**config.mk**
```make
export PLATFORM = sky130hd
export DESIGN_NAME = avl_mm_bridge_flat
export DESIGN_NICKNAME = d
export VERILOG_FILES = /design/src/rtl/avl_mm_bridge_if.sv /design/src/rtl/avl_mm_bridge.sv /design/src/flat_wrapper.sv
export SDC_FILE = /design/constraint.sdc
export NUM_CORES = 1
export LEC_CHECK = 0
export ABC_AREA = 1
export CAP_MARGIN = 20
export CORE_MARGIN = 5
export CORE_UTILIZATION = 45
export DETAILED_ROUTE_END_ITERATION = 7
export GPL_TIMING_DRIVEN = 1
export PLACE_DENSITY = 0.82
export SYNTH_ARGS = -nofsm -noshare
export SYNTH_HDL_FRONTEND = slang
export SYNTH_SLANG_ARGS = --single-unit
```
**constraint.sdc**
```tcl
create_clock -name clk -period 6.2 [get_ports clk]
set_input_delay 1.86 -clock clk [delete_from_list [all_inputs] [get_ports clk]]
set_output_delay 1.86 -clock clk [all_outputs]
set_load 0.05 [all_outputs]
```
**src/rtl/avl_mm_bridge_if.sv**
```systemverilog
// Avalon-MM bus bundle between the load/store bridge (master) and the interconnect (slave).
interface avl_mm_bridge_if #(
  parameter int DATA_WIDTH = 32,
  parameter int ADDR_WIDTH = 32
) ();
  logic [ADDR_WIDTH-1:0]   address;
  logic [DATA_WIDTH-1:0]   writedata;
  logic [DATA_WIDTH/8-1:0] byteenable;
  logic                    read;
  logic                    write;
  logic [DATA_WIDTH-1:0]   readdata;
  logic                    waitrequest;

  modport master (
    output address, writedata, byteenable, read, write,
    input  readdata, waitrequest
  );

  modport slave (
    input  address, writedata, byteenable, read, write,
    output readdata, waitrequest
  );
endinterface

```
**src/rtl/avl_mm_bridge.sv**
```systemverilog
// Registered core-to-Avalon-MM master bridge for the RISC-V load/store stage (32/64-bit).
// Define AVL_MM_BRIDGE_MISALIGN_EN to split word-crossing accesses into two bus beats.
module avl_mm_bridge #(
  parameter int DATA_WIDTH = 32,
  parameter int ADDR_WIDTH = 32
) (
  input  logic                  clk,
  input  logic                  reset,
  input  logic [2:0]            mode,
  input  logic [ADDR_WIDTH-1:0] addr,
  input  logic [DATA_WIDTH-1:0] data2write,
  input  logic [1:0]            rw,
  output logic                  stall,
  output logic [DATA_WIDTH-1:0] data2read,
  output logic                  err,
  avl_mm_bridge_if.master       avl
);
  localparam int NB  = DATA_WIDTH / 8;
  localparam int OW  = $clog2(NB);
  localparam int BW2 = 2 * NB;

`ifdef AVL_MM_BRIDGE_MISALIGN_EN
  typedef enum logic [1:0] {IDLE = 2'd0, BEAT0 = 2'd1, BEAT1 = 2'd2, DONE = 2'd3} state_t;
`else
  typedef enum logic [1:0] {IDLE = 2'd0, BEAT0 = 2'd1, DONE = 2'd3} state_t;
`endif

  state_t state, next_state;

  logic [2:0]            mode_q;
  logic [OW-1:0]         off_q;
  logic                  is_read;
  logic [3:0]            req_size;
  logic [OW-1:0]         req_off;
  logic [4:0]            req_end;
  logic                  req_cross;
  logic                  req_illegal;
  logic                  base_illegal;
  logic [NB-1:0]         be_first;
  logic [DATA_WIDTH-1:0] raw;
  logic [DATA_WIDTH-1:0] ext;

`ifdef AVL_MM_BRIDGE_MISALIGN_EN
  localparam int OW1 = OW + 1;
  logic [DATA_WIDTH-1:0]   data_q;
  logic [DATA_WIDTH-1:0]   lo_q;
  logic [3:0]              q_size;
  logic [4:0]              q_end;
  logic                    q_cross;
  logic [OW:0]             rem;
  logic [NB-1:0]           be_second;
  logic [2*DATA_WIDTH-1:0] cat;
`endif

  always_comb begin
    req_size     = 4'd1 << mode[1:0];
    req_off      = addr[OW-1:0];
    req_end      = 5'(req_off) + 5'(req_size);
    req_cross    = req_end > 5'(NB);
    base_illegal = (rw == 2'b11) || (mode == 3'b111) ||
                   ((DATA_WIDTH == 32) && ((mode == 3'b011) || (mode == 3'b110)));
`ifdef AVL_MM_BRIDGE_MISALIGN_EN
    req_illegal  = base_illegal;
`else
    req_illegal  = base_illegal || req_cross;
`endif
    be_first     = NB'(((BW2'(1) << req_size) - BW2'(1)) << req_off);
  end

  // Beat-0 lanes sit below beat-1 lanes, so one shift by the offset assembles either case.
`ifdef AVL_MM_BRIDGE_MISALIGN_EN
  always_comb begin
    q_size    = 4'd1 << mode_q[1:0];
    q_end     = 5'(off_q) + 5'(q_size);
    q_cross   = q_end > 5'(NB);
    rem       = OW1'(NB) - OW1'(off_q);
    be_second = (NB'(1) << (q_end - 5'(NB))) - NB'(1);
    cat       = (state == BEAT1) ? {avl.readdata, lo_q} : {{DATA_WIDTH{1'b0}}, avl.readdata};
    raw       = DATA_WIDTH'(cat >> {off_q, 3'b000});
  end
`else
  always_comb begin
    raw = avl.readdata >> {off_q, 3'b000};
  end
`endif

  always_comb begin
    case (mode_q)
      3'b000:  ext = DATA_WIDTH'($signed(raw[7:0]));
      3'b001:  ext = DATA_WIDTH'($signed(raw[15:0]));
      3'b010:  ext = DATA_WIDTH'($signed(raw[31:0]));
      3'b011:  ext = raw;
      3'b100:  ext = DATA_WIDTH'(raw[7:0]);
      3'b101:  ext = DATA_WIDTH'(raw[15:0]);
      3'b110:  ext = DATA_WIDTH'(raw[31:0]);
      default: ext = '0;
    endcase
  end

  always_ff @(posedge clk) begin
    if (!reset) state <= IDLE;
    else        state <= next_state;
  end

  always_comb begin
    next_state = state;
    case (state)
      IDLE: if (rw != 2'b00) next_state = req_illegal ? DONE : BEAT0;
      BEAT0: begin
        if (!avl.waitrequest) begin
`ifdef AVL_MM_BRIDGE_MISALIGN_EN
          next_state = q_cross ? BEAT1 : DONE;
`else
          next_state = DONE;
`endif
        end
      end
`ifdef AVL_MM_BRIDGE_MISALIGN_EN
      BEAT1: if (!avl.waitrequest) next_state = DONE;
`endif
      DONE:    next_state = IDLE;
      default: next_state = IDLE;
    endcase
  end

  always_comb begin
    stall = reset && (state != DONE) && ((state != IDLE) || (rw != 2'b00));
  end

  // Avalon outputs are registered and change only on capture or on a beat being accepted.
  always_ff @(posedge clk) begin
    if (!reset) begin
      avl.address    <= '0;
      avl.writedata  <= '0;
      avl.byteenable <= '0;
      avl.read       <= 1'b0;
      avl.write      <= 1'b0;
      err            <= 1'b0;
      data2read      <= '0;
      mode_q         <= '0;
      off_q          <= '0;
      is_read        <= 1'b0;
`ifdef AVL_MM_BRIDGE_MISALIGN_EN
      data_q         <= '0;
      lo_q           <= '0;
`endif
    end else begin
      err <= 1'b0;
      case (state)
        IDLE: begin
          if (rw != 2'b00) begin
            mode_q  <= mode;
            off_q   <= req_off;
            is_read <= rw[1];
`ifdef AVL_MM_BRIDGE_MISALIGN_EN
            data_q  <= data2write;
`endif
            if (req_illegal) begin
              err       <= 1'b1;
              data2read <= '0;
            end else begin
              avl.address    <= {addr[ADDR_WIDTH-1:OW], {OW{1'b0}}};
              avl.byteenable <= be_first;
              avl.writedata  <= data2write << {req_off, 3'b000};
              avl.read       <= rw[1];
              avl.write      <= rw[0];
            end
          end
        end
        BEAT0: begin
          if (!avl.waitrequest) begin
`ifdef AVL_MM_BRIDGE_MISALIGN_EN
            lo_q <= avl.readdata;
            if (q_cross) begin
              avl.address    <= avl.address + ADDR_WIDTH'(NB);
              avl.byteenable <= be_second;
              avl.writedata  <= data_q >> {rem, 3'b000};
            end else begin
              avl.read  <= 1'b0;
              avl.write <= 1'b0;
              data2read <= is_read ? ext : '0;
            end
`else
            avl.read  <= 1'b0;
            avl.write <= 1'b0;
            data2read <= is_read ? ext : '0;
`endif
          end
        end
`ifdef AVL_MM_BRIDGE_MISALIGN_EN
        BEAT1: begin
          if (!avl.waitrequest) begin
            avl.read  <= 1'b0;
            avl.write <= 1'b0;
            data2read <= is_read ? ext : '0;
          end
        end
`endif
        default: ;
      endcase
    end
  end
endmodule

```
**src/flat_wrapper.sv**
```systemverilog
// flat-port wrapper written by rule: the top's interface ports become plain ports
module avl_mm_bridge_flat 
#(
  parameter int DATA_WIDTH = 32,
  parameter int ADDR_WIDTH = 32
)
  (clk, reset, mode, addr, data2write, rw, stall, data2read, err, avl_address, avl_writedata, avl_byteenable, avl_read, avl_write, avl_readdata, avl_waitrequest);
  avl_mm_bridge_if #(.DATA_WIDTH(DATA_WIDTH), .ADDR_WIDTH(ADDR_WIDTH)) avl_i ();
  input  logic clk;
  input  logic reset;
  input  logic [2:0] mode;
  input  logic [ADDR_WIDTH-1:0] addr;
  input  logic [DATA_WIDTH-1:0] data2write;
  input  logic [1:0] rw;
  output logic stall;
  output logic [DATA_WIDTH-1:0] data2read;
  output logic err;
  output wire logic [$bits(avl_i.address)-1:0] avl_address;
  output wire logic [$bits(avl_i.writedata)-1:0] avl_writedata;
  output wire logic [$bits(avl_i.byteenable)-1:0] avl_byteenable;
  output wire logic [$bits(avl_i.read)-1:0] avl_read;
  output wire logic [$bits(avl_i.write)-1:0] avl_write;
  input wire logic [$bits(avl_i.readdata)-1:0] avl_readdata;
  input wire logic [$bits(avl_i.waitrequest)-1:0] avl_waitrequest;
  assign avl_address = avl_i.address;
  assign avl_writedata = avl_i.writedata;
  assign avl_byteenable = avl_i.byteenable;
  assign avl_read = avl_i.read;
  assign avl_write = avl_i.write;
  assign avl_i.readdata = avl_readdata;
  assign avl_i.waitrequest = avl_waitrequest;
  avl_mm_bridge #(.DATA_WIDTH(DATA_WIDTH), .ADDR_WIDTH(ADDR_WIDTH)) u_core (.clk(clk), .reset(reset), .mode(mode), .addr(addr), .data2write(data2write), .rw(rw), .stall(stall), .data2read(data2read), .err(err), .avl(avl_i));
endmodule
```
**Yosys cells after proc, flatten, opt, wreduce, memory -nomap -nowiden**

Index checks and enable logic that the tools add are counted.

- Register bits after elaboration: 109
- Latch bits: 0
- Memory bits (writable): 0
- Memory bits (read-only): 0
- Memories: 0

- $add $sub $neg: 2
- Multipliers: 0
- Divide/modulo/power cells: 0
- Magnitude comparators: 1
- Eq/ne operators: 16
- Shifts and indexed selects: 5
- Multiplexer cells: 18
- Bitwise logic cells: 1
- Reductions and logical operators: 19

Operators by type and width:

| cell | number |
|---|---|
| $pmux 32 s5 | 1 |
| $mux 32 | 4 |
| $pmux 32 s2 | 1 |
| $shl 32x5->32 | 1 |
| $shr 32x5->32 | 1 |
| $eq 3x3->1 const B | 5 |
| $eq 3x2->1 const B | 3 |
| $reduce_and 4->1 | 2 |
| $shl 1x4->8 const A | 1 |
| $shl 8x2->4 | 1 |
| $sub 8x2->8 const B | 1 |
| $mux 1 | 6 |
| $mux 2 | 3 |
| $ne 2x2->1 const B | 3 |
| $reduce_and 3->1 | 2 |
| $reduce_bool 2->1 | 3 |
| $add 2x4->5 | 1 |
| $gt 5x3->1 const B | 1 |
| $logic_or 1x1->1 | 5 |
| $ne 2x1->1 const B | 2 |
| $pmux 1 s2 | 2 |
| $pmux 2 s2 | 1 |
| $reduce_and 2->1 | 2 |
| $shl 1x2->4 const A | 1 |
| other kinds (8) | 9 |

**Longest topological paths before layout**

Gate-level depths: netlist of run 1.

- Depth in word-level cells: 7
- Gate-level depth with buffers: 14
- Depth with buffers taken out: 13

**Worst setup path before layout of run 1**

OpenSTA, ideal clock, no wires.

- Kind: input-to-output
- Start: input reset
- End: output stall
- Data arrival time: 2.925 ns
- Required time: 4.340 ns
- Slack: 1.415 ns
- Stages: 3
- Path through: clkbuf_1 > nand2_1 > a21oi_1

- Cells in the longest elaborated chain, start to end: 2

Ends and longest elaborated chain:

| element | RTL line | RTL |
|---|---|---|
| start, declared | flat_wrapper.sv:10 | `input logic reset;` |
| $logic_and 1x1->1 (2 in a row) | avl_mm_bridge.sv:127 | `stall = reset && (state != DONE) && ((state != IDLE) \|\| (rw != 2'b00));` |
| end, declared | flat_wrapper.sv:15 | `output logic stall;` |

No other way between the ends.

**Worst setup path after layout of run 1**

- Start: input rw[1]
- End: output stall

- Cells in the longest elaborated chain, start to end: 3

Ends and longest elaborated chain:

| element | RTL line | RTL |
|---|---|---|
| start, declared | flat_wrapper.sv:14 | `input logic [1:0] rw;` |
| $reduce_bool 2->1 | avl_mm_bridge.sv:127 |  |
| $logic_or 1x1->1 | avl_mm_bridge.sv:127 |  |
| $logic_and 1x1->1 | avl_mm_bridge.sv:127 |  |

No other way between the ends.

==> metrics.md, run 1 <==
| Metric | Value |
|---|---|
| Status | complete, no violations |
| PnR worst setup slack | 0.817 ns |
| Top post-synthesis cells by area | dfxtp_1, nand2_1, a21oi_1 |
| Row Count | 40 |
| GR Overflow Total | 0 |
| Port bufs | 205 |
| Distinct cell type count after synthesis | 30 |
| Die height | 120 um |
| DR pass1 iterations | 5 |
| Critical path class | primary input to output port |
| Synthesized cell area | 0.00543 mm^2 |
| Detailed-route via count | 5894 |
| CTS tree | built |
| Vias per cell | 5.26 |
| Die area | 0.0144 mm^2 |
| Die Wd | 120 um |
| Drc violations | 0 |
| Flop pwr share | 40.6% |
| Largest net degree at the start of global routing | 85 |
| WL/cell | 15.2 um |
| Final net count | 1076 |
| Worst-path clk slew | 0.07 ns |
| Clk Latency, worst-skew pair | 0.35 ns |
| H-tree levels | 3 |
| CTS Buf Count | 9 |
| Ys async rst share | 0% |
| Root Driver | clkbuf_16 |
| IO Count | 208 |
| CP arrival | 3.52 ns |
| Yosys warns | 0 |
| Sequential area share after synthesis | 40.2% |
| Vias in the first global route | 5435 |
| Prevailing post-synth register cell | dfxtp_1 |
| Cell Chain, Critical Path | clkdlybuf4s50_1 -> nor2_1 -> nand2_1 -> nand2_1 -> a21oi_1 -> clkdlybuf4s50_1 |
| Switching Share | 35.2% |
| Critical Path Max Stage Delay | 0.81 ns |
| Total GRT Usage | 22.8% |
| Core footprint | 0.0119 mm^2 |
| Maximum vdd drop | 172 uV |
| Slowest CP cell | clkdlybuf4s50_1 |
| Pint | 1.22 mW |
| Max Cap Violations | 0 |
| Crit path launch type | primary input |
| Setup Skew | 0.00598 ns |
| Routed Antenna Nets | 0 |
| Critical path endpoint category | output port |
| Slew Viols, Final | 0 |
| Initial antenna violation count | 0 |
| Clock power share | 30.8% |
| Placer congestion estimate | 0.917 |
| Synthesized netlist cell count | 807 |
| ANT cells | 0 |
| Fmax | 186 MHz |
| Clk buf depth | 2 |
| Post-CTS sizing | 0 |
| Worst Setup Slack post-DPL | 0.821 ns |
| RSZ-0062 raised after global routing | no |
| CP Max Fanout | 4 |
| #FFs+latches synth | 109 |
| Post-DP HPWL | 12.0 mm |
| Fin. Hold Viols | 0 |
| Share of Yosys cell area claimed by the top area cell type | 40.2% |
| Ratio of cells with drive above 1 in the final layout | 4.21% |
| Net Switching | 665 uW |
| Gate power share | 28.6% |
| Total negative slack | 0 ns |
| Post-CTS setup buffers | 0 |
| Relative slew slack | 30.7% |
| Required time of the critical path | 4.34 ns |
| Hold/Removal Path Class | flip-flop to flip-flop |
| Routed WL | 17.0 mm |
| Lkg Pwr | 2.88 nW |
| Biggest area consumer among synthesized cells | dfxtp_1 |
| Total Power | 1.89 mW |
| Area Overhead vs Synth | 41.3% |
| Layout Utilization | 64.4% |
| DR iter-0 viols | 633 |
| Mean Syn Cell Area | 6.72 um^2 |
| Pwr dens | 246 mW/mm^2 |
| Global-route wire length before repair | 26.8 mm |
| Least-Margin Pin Slew | 1.04 ns |
| Hold_buf cts | 0 |
| Clk sinks | 109 |
| Starting density of the core | 45.6% |
| Number of synthesized flops with an enable pin | 0 |
| Fin crit share | 86.8% |
| Minimum clock period | 5.38 ns |
| Final setup violating endpoints | 0 |
-- worst max-delay path, delay by kind of cell --
| family | cells | cell delay, ns |
|---|---|---|
| buffers and inverters | 2 | 1.33 |
| AO/OA/AOI/OAI | 1 | 0.11 |
| AND/OR/NAND/NOR | 3 | 0.22 |
-- synth_stat cells, types with 2 or more instances --
library cell	number
nand4_1	32
o22ai_1	6
inv_1	22
ha_1	2
o21ai_0	31
buf_2	14
buf_1	4
buf_6	11
nor2_1	49
nand3_1	56
buf_4	11
dfxtp_1	109
nand2_1	287
clkbuf_1	25
o31ai_1	7
a21oi_1	113
nand3_4	2
nor3_1	9
inv_2	6
-- power groups by stage --
stage | logic (mW) | registers, mW | clock network, mW
after global placement | 0.535 | 0.781 | 0
after floorplan | 0.297 | 0.859 | 0
after global routing | 0.590 | 0.772 | 0.621
final | 0.540 | 0.767 | 0.580
after CTS | 0.539 | 0.766 | 0.590
after detailed placement | 0.537 | 0.782 | 0
-- registers in the layout (all words and copies together), names as in the netlist, 2 cells and up --
signal                 cells
u_core.state               2
u_core.off_q               2
u_core.data2read          32
u_core.mode_q              3
u_core.avl.byteenable      4
u_core.avl.writedata      32
u_core.avl.address        30
-- area by class of cell --
| class | count | area [um^2] |
|---|---|---|
| clock buffer | 10 | 239 |
| clock inverter | 6 | 63.8 |
| fill | 1134 | 4240 |
| inverter | 29 | 109 |
| multi-input combinational | 605 | 2760 |
| sequential | 109 | 2180 |
| tap | 147 | 184 |
| timing repair buffer | 215 | 2130 |
-- worst paths after layout --
check / from / to / slack (ns) / cells past startpoint
min: u_core.avl.address[19] / u_core.avl.address[19] / 0.46 / 2
max: rw[1] / stall / 0.82 / 6
max reg2reg: u_core.off_q[0] / u_core.data2read[18] / 3.35 / 7
min reg2reg: u_core.avl.address[19] / u_core.avl.address[19] / 0.46 / 2
-- placed cells by master (no fill, tap or decap), drive strengths merged --
| cell | count |
|---|---|
| clkinvlp | 1 |
| o22ai | 6 |
| buf | 10 |
| o21ai | 31 |
| conb | 2 |
| inv | 31 |
| nand2 | 288 |
| clkinv | 3 |
| nor2 | 49 |
| clkdlybuf4s50 | 205 |
| clkbuf | 10 |
| ha | 2 |
| nand3 | 59 |
| fa | 1 |
| nand4 | 33 |
| o21a | 1 |
| o31ai | 7 |
| a21oi | 113 |
| o211ai | 1 |
| and2 | 2 |
| nor3 | 10 |
| dfxtp | 109 |
-- routing by layer --
| layer | vias up | track usage (%) | wire [um] |
|---|---|---|---|
| li1 | 2982 | - | - |
| met1 | 2631 | 28.2 | 7100 |
| met2 | 254 | 38.2 | 8020 |
| met3 | 27 | 7.12 | 1520 |
| met4 | 0 | 6.87 | 373 |
| met5 | - | 0 | 0 |
-- per-stage QoR --
step                      area (um^2)  hold slack [ns]  std cells
after global placement           7350            0.450       1104
after detailed placement         7350            0.454       1104
after CTS                        7660            0.465       1120
after global routing             7670            0.477       1121
after floorplan                  5430            0.441        808
final                            7670            0.463       1121
-- cells by family after synthesis --
logic type,after synthesis,synth area share [%]
adders and majority gates,3,0.830
other,1,0.0691
DFF,109,40.2
AOI/OAI and AO/OA,159,15.2
buffers and inverters,94,9.11
and+or+nand+nor,441,34.6
Power figures use the tool's default switching activity.
==> inputs of run 2 (changes only) <==
--- a/config.mk
+++ b/config.mk
@@ -7,6 +7,7 @@
 export LEC_CHECK = 0
 export ABC_AREA = 1
 export CAP_MARGIN = 20
+export CORE_ASPECT_RATIO = 0.6
 export CORE_MARGIN = 5
 export CORE_UTILIZATION = 45
 export DETAILED_ROUTE_END_ITERATION = 7
==> run 2 against run 1 <==
Effect of this change:
- clock-buffer cell count is 1 lower
- via count is essentially flat
- largest power group unchanged
- utilization rose by 0.21 points
- die area up 0.50%
- clock skew up 0.0027 ns
- global-route usage rose by 0.93 points
- sequential power shrank 0.9%
- flip-flop and latch count is the same
- final area is 0.62% higher
- total power is 1.2% higher
- hold slack barely moved
==> metrics.md, run 2 (synthesis results as in run 1) <==
| Metric | Value |
|---|---|
| Status | complete, no violations |
| Relative slew slack | 39.4% |
| Least-Margin Pin Slew | 0.908 ns |
| PnR worst setup slack | 0.780 ns |
| Net Switching | 658 uW |
| Critical Path Max Stage Delay | 0.84 ns |
| Drc violations | 0 |
| Clock power share | 30.5% |
| Placer congestion estimate | 0.872 |
| Global-route wire length before repair | 27.2 mm |
| Post-route cell area | 0.00771 mm^2 |
| Flop pwr share | 39.8% |
| Total negative slack | 0 ns |
| DR iter-0 viols | 487 |
| Post-CTS setup buffers | 0 |
| WL/cell | 15.5 um |
| Die height | 95.1 um |
| Met2 Use GR | 33.7% |
| Grt met3 use | 9.83% |
| DP Cell Count | 1122 |
| Final setup violating endpoints | 0 |
| Worst-path clk slew | 0.07 ns |
| Gate power share | 29.7% |
| Required time of the critical path | 4.34 ns |
| Largest net degree at the start of global routing | 67 |
| Clk sinks | 109 |
| Slew Viols, Final | 0 |
| Maximum vdd drop | 162 uV |
| ANT cells | 0 |
| Slowest CP cell | clkdlybuf4s50_1 |
| Port bufs | 205 |
| CP arrival | 3.56 ns |
| Clk buf depth | 2 |
| CP Max Fanout | 4 |
| IO Count | 208 |
| Hold slack | 0.463 ns |
| Setup Skew | 0.00867 ns |
| Final net count | 1077 |
| Die area | 0.0144 mm^2 |
| Cell Chain, Critical Path | clkdlybuf4s50_1 -> nor2_1 -> nand2_1 -> nand2_1 -> a21oi_1 -> clkdlybuf4s50_1 |
| Fin. Hold Viols | 0 |
| Critical path class | primary input to output port |
| Most common cell after layout, fill and taps aside | nand2_1 |
| Root Driver | clkbuf_16 |
| Lkg Pwr | 2.90 nW |
| Critical path endpoint category | output port |
| Switching Share | 34.5% |
| Post-DP HPWL | 12.7 mm |
| DR pass1 iterations | 6 |
| Routed WL | 17.6 mm |
| Top flop regs | u_core.avl.writedata x32, u_core.data2read x32, u_core.avl.address x30 |
| Clk Latency, worst-skew pair | 0.35 ns |
| Fin crit share | 87.4% |
| Filler instances | 1122 |
| Total GRT Usage | 23.8% |
| Initial antenna violation count | 0 |
| Pint | 1.25 mW |
| Vias per cell | 5.17 |
| GR Overflow Total | 0 |
| Cell family with most CP delay | buffers and inverters |
| H-tree levels | 3 |
| RSZ-0062 raised after global routing | no |
| Hold/Removal Path Class | flip-flop to flip-flop |
| Hold_buf cts | 0 |
| Area Overhead vs Synth | 42.2% |
| Ratio of cells with drive above 1 in the final layout | 4.31% |
| WP buf/inv | 2 |
| Max Cap Violations | 0 |
| Fmax | 184 MHz |
| Worst Setup Slack post-DPL | 0.785 ns |
| Detailed-route via count | 5893 |
| Routed Antenna Nets | 0 |
| Non-Filler Instances | 1140 |
| Pwr dens | 248 mW/mm^2 |
| Post-CTS sizing | 0 |
| CTS Buf Count | 9 |
| Crit path launch type | primary input |
| Vias in the first global route | 5216 |
| Die Wd | 152 um |
| Met1 GRT Util | 34.1% |
| CTS tree | built |
| Most frequent cells in the layout | nand2_1, clkdlybuf4s50_1, a21oi_1 |
| Minimum clock period | 5.42 ns |
| Row Count | 31 |
| Cell Area, Placed | 0.00738 mm^2 |
| Global routing's busiest layer | met1 |
| Core footprint | 0.0119 mm^2 |
| Starting density of the core | 45.4% |
-- run 2: worst paths after layout --
path	slack (ns)	cells past startpoint	startpoint	endpoint
setup reg to reg	3.54	6	u_core.off_q[1]	u_core.data2read[23]
hold reg to reg	0.46	2	u_core.avl.writedata[14]	u_core.avl.writedata[14]
setup / recovery	0.78	6	rw[1]	stall
hold / removal	0.46	2	u_core.avl.writedata[14]	u_core.avl.writedata[14]
-- run 2: power by group through the flow --
stage	logic, mW	registers [mW]	clock network (mW)
3_5_place_dp	0.547	0.776	0
4_1_cts	0.550	0.760	0.599
6_report	0.567	0.760	0.583
5_1_grt	0.613	0.766	0.628
2_1_floorplan	0.297	0.859	0
3_3_place_gp	0.542	0.775	0
-- run 2: area by class of cell --
class                      count  area (um^2)  share of cell area [%]
clock buffer                   9          225                    2.92
inverter                      29          109                    1.41
tap                          165          206                    2.68
clock inverter                 7         71.3                   0.924
multi-input combinational    605         2760                    35.8
sequential                   109         2180                    28.3
timing repair buffer         216         2160                    28.0
-- run 2: metrics by stage --
stage / util [%] / power [mW]
after floorplan: - / 1.16
after global placement: 61.7 / 1.32
after detailed placement: 61.7 / 1.32
after CTS: 64.2 / 1.91
after global routing: 64.6 / 2.01
final: 64.6 / 1.91
-- run 2: layer usage --
metal  vias to the layer above  routed length, um
li1                       2984                  -
met1                      2632               8170
met2                       259               7140
met3                        18               2150
met4                         0                180
met5                         -                  0
-- run 2: worst reg2reg max path: stages, from the launching register on --
cell and delay [ns]:
dfxtp_1 0.92, inv_2 0.27, nand3_1 0.18, nand3_1 0.61, nand3_1 0.30, nand4_1 0.16
a21oi_1 0.15
==> RTL change (config.mk and constraints of run 2) <==
`ADDR_WIDTH` is set to 32 in 3 places; all go to 64.
--- a/src/rtl/avl_mm_bridge_if.sv
+++ b/src/rtl/avl_mm_bridge_if.sv
@@ -1,7 +1,7 @@
 // Avalon-MM bus bundle between the load/store bridge (master) and the interconnect (slave).
 interface avl_mm_bridge_if #(
   parameter int DATA_WIDTH = 32,
-  parameter int ADDR_WIDTH = 32
+  parameter int ADDR_WIDTH = 64
 ) ();
   logic [ADDR_WIDTH-1:0]   address;
   logic [DATA_WIDTH-1:0]   writedata;
--- a/src/rtl/avl_mm_bridge.sv
+++ b/src/rtl/avl_mm_bridge.sv
@@ -2,7 +2,7 @@
 // Define AVL_MM_BRIDGE_MISALIGN_EN to split word-crossing accesses into two bus beats.
 module avl_mm_bridge #(
   parameter int DATA_WIDTH = 32,
-  parameter int ADDR_WIDTH = 32
+  parameter int ADDR_WIDTH = 64
 ) (
   input  logic                  clk,
   input  logic                  reset,
--- a/src/flat_wrapper.sv
+++ b/src/flat_wrapper.sv
@@ -2,7 +2,7 @@
 module avl_mm_bridge_flat 
 #(
   parameter int DATA_WIDTH = 32,
-  parameter int ADDR_WIDTH = 32
+  parameter int ADDR_WIDTH = 64
 )
   (clk, reset, mode, addr, data2write, rw, stall, data2read, err, avl_address, avl_writedata, avl_byteenable, avl_read, avl_write, avl_readdata, avl_waitrequest);
   avl_mm_bridge_if #(.DATA_WIDTH(DATA_WIDTH), .ADDR_WIDTH(ADDR_WIDTH)) avl_i ();
Ports: changed (resized addr and avl_address); port bits go from 208 to 272. The function was not compared with the original's and may differ.
==> RTL change against run 2 <==
Sequential power grew 30%. Critical path type unchanged. Synthesized area is 19% higher. Setup slack worse by 0.046 ns. Total power increased by 40%. Sequential cell count rose by 32. Largest power group is now the clock network. First-iteration DRC count increased by 34%. Final area increased by 26%. Wire length rose by 26%.
==> RTL change: results <==
metrics = {
    "worst_setup_path": {
        "worst-path-max-fanout": 4,
        "r2r_slack_ns": 3.25,
        "arrival_ns": 3.61,
        "endpoint": "stall",
        "r2r_cells": 8,
        "r2r-start": "u_core.off_q[0]",
        "r2r_end": "u_core.data2read[21]",
    },
    "route": {
        "routed_wirelength_um": 22300,
        "drt_pass1_iterations": 5,
        "vias": 7095,
    },
    "logic_synthesis": {
        "synthAdderAreaFrac": 0.00700,
        "ys_seq_area_frac": 0.439,
        "synth_commonest_cells": "352 x nand2_1, 145 x a21oi_1, 141 x dfxtp_1, 55 x nand3_1, 44 x nor2_1",
        "synth_compound_area_frac": 0.158,
        "ys_types": 28,
        "synth_area_leaders": "dfxtp_1 44%, nand2_1 21%, a21oi_1 11%",
    },
    "clock_tree": {
        "clk_latency_ns": 0.41,
        "cts_root_buffer": "clkbuf_16",
        "numCtsBuffers": 17,
        "cts_max_level": 4,
    },
    "final_layout": {
        "nets": 1313,
        "largest_registers": "u_core.avl.address (62), u_core.avl.writedata (32), u_core.data2read (32)",
        "diodes": 0,
    },
    "global_route": {
        "grt_pass1_vias": 6641,
        "gr-usage-all-layers": 0.256,
        "grt_pass1_wl_um": 34600,
        "grt_max_degree": 104,
    },
    "placed_design": {
        "pre_cts_slack_ns": 0.768,
        "dp_hpwl_um": 15900,
        "gp_congestion": 0.918,
        "port_buffers": 269,
    },
    "pwr": {
        "cellLeakagePower_nw": 3.64,
        "power.switching_uw": 895,
        "peakVddDrop_v": 0.000195,
    },
    "timing": {
        "final.period_utilization": 0.882,
        "skew_ns": 0.0115,
        "tightest_slew_ns": 1.07,
    },
    "run_status": {
        "outcome": "completed",
    },
}
==> RTL change: cell types whose count changed in the layout (fill, tap and decap cells not counted), sizes merged, moves of 7 or more <==
cell / run 2 / this run
inv: 31 / 38
a21oi: 113 / 145
nand2: 288 / 352
dfxtp: 109 / 141
clkdlybuf4s50: 205 / 269
clkbuf: 9 / 19
==> RTL change: how the worst min path moves through the flow <==
stage	startpoint	to	slack (ns)	cells past startpoint
after floorplan	u_core.is_read	u_core.is_read	0.44	2
after global placement	u_core.data2read[11]	u_core.data2read[11]	0.45	2
after detailed placement	u_core.data2read[6]	u_core.data2read[6]	0.45	2
after CTS	u_core.avl.address[37]	u_core.avl.address[37]	0.46	2
after global routing	u_core.avl.address[29]	u_core.avl.address[29]	0.48	2
final	u_core.data2read[6]	u_core.data2read[6]	0.46	2
==> RTL change: kinds of logic after synthesis <==
kind of cell | after synthesis
simple gates | 497
compound gates | 196
flops | 141
buf+inv | 109
fa+ha+maj | 3
other cells | 1
==> RTL change: area by class of cell <==
class	instances	area, um^2
multi-input cells	698	3130
clock buffers	19	453
inverters	34	130
clock inverters	13	126
flip-flops and latches	141	2820
well taps	192	240
repair buffers	282	2830
fillers	1167	4100
==> RTL change: worst min-delay path, cell delays in order, from the launching register on <==
cell and delay (ns):
dfxtp_1 0.31, nand2_1 0.06, a21oi_1 0.05
==> RTL change: metrics by stage <==
stage	util	hold WS, ns	cell area, um^2	instances	total power, mW
after floorplan	-	0.441	6440	948	1.43
after global placement	0.659	0.451	9110	1345	1.67
after detailed placement	0.659	0.454	9110	1345	1.67
after CTS	0.701	0.464	9690	1377	2.67
after global routing	0.704	0.480	9730	1379	2.80
final	0.704	0.460	9730	1379	2.67
==> RTL change: power by group through the flow <==
stage / registers (mW) / clock network (mW) / logic, mW
after floorplan: 1.13 / 0 / 0.306
after global placement: 1.01 / 0 / 0.659
after detailed placement: 1.01 / 0 / 0.661
after CTS: 0.990 / 1.02 / 0.665
after global routing: 0.997 / 1.07 / 0.732
final: 0.991 / 1.00 / 0.682
==> RTL change: per-layer routing <==
layer  global-route usage  up-vias  wire [um]  part of all wire
met5                    0        -          0                 0
met4               0.0644        0        382             0.017
met3               0.0915       27       2630              0.12
met2                0.397      321       9780              0.44
met1                0.343     3184       9490              0.43
li1                     -     3563          -                 -
